File: src/rtl/ai_conn_pkg.sv
// Shared window-stream definitions for the 3x3 collector / serializer pair.
package ai_conn_pkg;

    localparam int unsigned WIN_DW     = 8;
    localparam int unsigned WIN_N_ELEM = 9;
    localparam int unsigned WIN_IDX_W  = 4;

    // One complete window; element k occupies bits [k*WIN_DW +: WIN_DW].
    typedef logic [WIN_N_ELEM*WIN_DW-1:0] win3x3_t;

endpackage

File: src/rtl/win_idx_cnt.sv
// Modulo-N element index counter; advances on en and wraps only after the last index.
module win_idx_cnt #(
    parameter int unsigned N = 9,
    parameter int unsigned W = 4
) (
    input  logic         clk,
    input  logic         rst_n,
    input  logic         en,
    output logic [W-1:0] cnt,
    output logic         is_last
);

    localparam logic [W-1:0] LAST_IDX = W'(N - 1);

    assign is_last = (cnt == LAST_IDX);

    // Step the index on each accepted beat, returning to 0 after the last element.
    always_ff @(posedge clk or negedge rst_n) begin
        if (!rst_n) begin
            cnt <= '0;
        end else if (en) begin
            cnt <= is_last ? '0 : cnt + W'(1);
        end
    end

endmodule

File: src/rtl/win3x3_serializer.sv
// Serializes a parallel window into an element stream; active + pending buffers
// let a second window wait so consecutive windows stream without bubbles.
module win3x3_serializer
    import ai_conn_pkg::*;
#(
    parameter int unsigned DW     = WIN_DW,
    parameter int unsigned N_ELEM = WIN_N_ELEM,
    parameter int unsigned IDX_W  = WIN_IDX_W
) (
    input  logic                   clk,
    input  logic                   rst_n,
    input  logic                   in_vld,
    output logic                   in_rdy,
    input  logic [N_ELEM*DW-1:0]   in_win,
    output logic                   out_vld,
    input  logic                   out_rdy,
    output logic [DW-1:0]          out_data,
    output logic [IDX_W-1:0]       out_idx,
    output logic                   out_first,
    output logic                   out_last,
    output logic                   busy
);

    logic                 act_vld;
    logic                 pnd_vld;
    logic [N_ELEM*DW-1:0] act_win;
    logic [N_ELEM*DW-1:0] pnd_win;
    logic [IDX_W-1:0]     cnt;
    logic                 cnt_last;
    logic                 acc;
    logic                 fire;
    logic                 fire_last;

    // in_rdy depends only on held state, never on out_rdy.
    assign in_rdy    = ~pnd_vld;
    assign acc       = in_vld && in_rdy;
    assign fire      = act_vld && out_rdy;
    assign fire_last = fire && cnt_last;

    assign out_vld   = act_vld;
    assign out_idx   = cnt;
    assign out_data  = act_win[int'(cnt)*DW +: DW];
    assign out_first = act_vld && (cnt == '0);
    assign out_last  = act_vld && cnt_last;
    assign busy      = act_vld || pnd_vld;

    win_idx_cnt #(
        .N (N_ELEM),
        .W (IDX_W)
    ) u_idx_cnt (
        .clk     (clk),
        .rst_n   (rst_n),
        .en      (fire),
        .cnt     (cnt),
        .is_last (cnt_last)
    );

    // Load the active/pending buffers: on the last beat promote pending (or bypass
    // the incoming window), otherwise fill whichever buffer is free.
    always_ff @(posedge clk or negedge rst_n) begin
        if (!rst_n) begin
            act_vld <= 1'b0;
            pnd_vld <= 1'b0;
            act_win <= '0;
            pnd_win <= '0;
        end else if (fire_last) begin
            if (pnd_vld) begin
                act_win <= pnd_win;
                pnd_vld <= 1'b0;
            end else if (acc) begin
                act_win <= in_win;
            end else begin
                act_vld <= 1'b0;
            end
        end else if (acc) begin
            if (!act_vld) begin
                act_win <= in_win;
                act_vld <= 1'b1;
            end else begin
                pnd_win <= in_win;
                pnd_vld <= 1'b1;
            end
        end
    end

endmodule

File: config.mk
export PLATFORM = sky130hd
export DESIGN_NAME = win3x3_serializer
export DESIGN_NICKNAME = d
export VERILOG_FILES = /design/src/rtl/ai_conn_pkg.sv /design/src/rtl/win_idx_cnt.sv /design/src/rtl/win3x3_serializer.sv
export SDC_FILE = /design/constraint.sdc
export NUM_CORES = 1
export LEC_CHECK = 0
export ABC_AREA = 1
export CAP_MARGIN = 20
export CORE_MARGIN = 3
export CORE_UTILIZATION = 30
export DETAILED_ROUTE_END_ITERATION = 16
export SLEW_MARGIN = 20
export SYNTH_ARGS = -nofsm -noshare
export SYNTH_HDL_FRONTEND = slang
export SYNTH_SLANG_ARGS = --single-unit
File: constraint.sdc
create_clock -name clk -period 3 [get_ports clk]
set_input_delay 0.45 -clock clk [delete_from_list [all_inputs] [get_ports clk]]
set_output_delay 0.45 -clock clk [all_outputs]
set_load 0.005 [all_outputs]
==> results.md <==
- Number of synthesized flops with an enable pin: 0
- Min-Delay Path Class: in -> async
- Initial antenna violation count: 0
- Die width: 171 um
- Post-DR vias/cell: 4.49
- Remaining DRCs: 0
- Status: finished clean
- Multi-input gate area: 3540 um^2
- First-pass GRT wire length: 33800 um
- Largest net degree at the start of global routing: 145
- Bufs and invs on worst path: 3
- Vias in the first global route: 6742
- Share of layout cells above drive strength 1: 4.42%
- RSZ-0062 raised after global routing: false
- Core ar.: 26400 um^2
- Clock Skew: 0.00692 ns
- Most common cell in the netlist: nand2_1
- CP cell instances: clkinv_1, buf_6, nand2_1, nand3_1, nand3_1, nand3_1, nand2_1, clkdlybuf4s50_1
- Crit-path most repeated cell: nand3_1
- Pin slew with the least headroom to its limit: 0.841 ns
- Tot Pwr: 4400 uW
- Sequential element share of the synthesized area: 46.1%
- CP Capture Type: primary output
- Top delay family on crit path: buffers and inverters
- Final setup fails: 0
- Setup TNS: 0 ns
- Design Area, Final: 9890 um^2
- CTS tree: yes
- Final worst-path cycle share: 93.2%
- Cell Rows: 59
- Gr busiest metal: met2
- Worst endpoint required time: 2.55 ns
- FMAX: 0.358 GHz
- Drt pass-1 iters: 5
- I/O pin count: 93
- Fin. max-slew vios: 0
- Setup CP Type: reg -> out
- HPWL after DPL: 13600 um
- Initial core utilization: 30.9%
- Via count: 7091
- DR iter-0 viols: 463
- Crit-path max cell delay: 0.53 ns
- Static Leak: 0.00474 uW
- Clk Latency, worst-skew pair: 0.42 ns
- Post-synthesis cell type count: 24
- Clk sinks: 150
- ANT cells: 0
- IO buf count: 92
- Area grow syn2layout: 21.5%
- Syn nets: 1258
- Pwr/cell area: 445 nW/um^2
- Flops & latches, synth: 150
- RD Place Congestion: 0.768
- Post-Syn Instances: 1179
- ANT nets after route: 0
- GR Util met3: 2.98%
- Maximum vdd drop: 0.203 mV
- Synth top area share: 46.1%
- Ys flop type: dfrtp_1
- Max Cap Violations: 0
- Chip height: 171 um
- FFs w/ async S/R, synth: 100%
- Htree depth: 4
- Crit path DAT: 2.34 ns
- Sequential cell area: 3760 um^2
- Wire per inst: 12.9 um
- Setup bufs post-CTS: 0
- Worst path slowest cell: clkdlybuf4s50_1
- Layout Nets: 1311
- Fillers: 2775
- Synth Cell Area: 8140 um^2
- Minimum clock period: 2.79 ns
- Routing usage on met1: 19.6%
- Area leader, netlist: dfrtp_1
- Startpoint Class: flop
- Overflow after GRT: 0
- Routed WL: 20400 um
- Area contributors post-synth: dfrtp_1, nand2_1, o21ai_0, inv_1, nand3_1
- Clk root buf: clkbuf_16
- Synthesized area per cell: 6.90 um^2
- CTS Hold Bufs: 0
- Slew margin rel.: 43.9%
- Post-placement cell area: 9300 um^2
- CTS Buf Count: 17
- Fin Hold WS: 0.0805 ns
- Synth warn: 0
- Area of the die: 29100 um^2
- Bufs on Longest Clock Path: 2
- Fin. Hold Viols: 0
- Total Routing Usage GR: 14.4%
- Met2 Use GR: 23.0%
- Commonest cells post-synth: nand2_1, o21ai_0, dfrtp_1
- Clock slew at reported path FFs: 0.06 ns
- Critical path peak fanout: 31
- Resize count post-CTS: 0
cell usage in the layout (no fill, tap or decap), drive strengths merged:
cell | synthesis | final
dfrtp | 150 | 150
inv | 126 | 127
clkinvlp | 0 | 1
nor4 | 1 | 1
clkbuf | 27 | 21
xor2 | 1 | 1
nand2 | 536 | 536
clkdlybuf4s50 | 0 | 91
o21ai | 221 | 221
and2 | 1 | 1
o21bai | 2 | 2
bufinv | 0 | 3
buf | 46 | 16
nor2 | 9 | 9
nor3 | 2 | 2
clkinv | 3 | 7
ha | 3 | 3
nand3 | 51 | 51
registers in the layout (all words and copies together) (netlist names):
register       flops
pnd_vld            1
pnd_win           72
out_vld            1
act_win           72
u_idx_cnt.cnt      4
cell families (layout without fill, tap and decap cells):
kind of cell | count (synthesis) | in the layout | share of synthesized area (%)
buffers and inverters | 202 | 266 | 10.6
AOI/OAI and AO/OA | 223 | 223 | 13.8
DFF | 150 | 150 | 46.1
adders and majority gates | 3 | 3 | 0.461
and+or+nand+nor | 600 | 600 | 28.9
xor gates and xnor gates | 1 | 1 | 0.108
per-layer routing:
metal	share of wire (%)	wire, um
met1	48	9840
met3	3.8	780
met4	2.1	425
met5	0	0
met2	46	9340
worst paths after layout:
path | startpoint | end | slack (ns) | depth (start not counted)
max reg2reg | u_idx_cnt.cnt[0]$_DFFE_PN0N_ | act_win[45]$_DFFE_PN0P_ | 0.49 | 9
min | rst_n | pnd_win[45]$_DFFE_PN0P_ | 0.08 | 1
max | u_idx_cnt.cnt[0]$_DFFE_PN0N_ | out_data[0] | 0.21 | 8
min reg2reg | act_win[20]$_DFFE_PN0P_ | act_win[20]$_DFFE_PN0P_ | 0.48 | 2
max in group asynchronous | rst_n | pnd_vld$_DFFE_PN0P_ | 2.13 | 2
min in group clk | act_win[20]$_DFFE_PN0P_ | act_win[20]$_DFFE_PN0P_ | 0.48 | 2
per-stage QoR:
stage,utilization (%),setup slack [ns],std cells
2_1_floorplan,-,0.439,1179
3_3_place_gp,35.3,0.331,1548
3_5_place_dp,35.3,0.278,1548
4_1_cts,37.5,0.110,1578
5_1_grt,37.5,0.0137,1578
6_report,37.5,0.205,1578
layout make-up:
type | instances | area share (%)
timing repair buffer | 107 | 11.1
tap | 335 | 4.24
sequential | 150 | 38.0
multi-input combinational | 827 | 35.8
clock inverter | 9 | 1.28
clock buffer | 21 | 4.66
inverter | 129 | 4.90
power by group:
| part | internal (uW) | switching (uW) |
|---|---|---|
| Combinational | 109 | 108 |
| Sequential | 2020 | 0 |
| Clock | 1340 | 820 |
| Total | 3470 | 929 |
(Power assumes the default switching activity.)
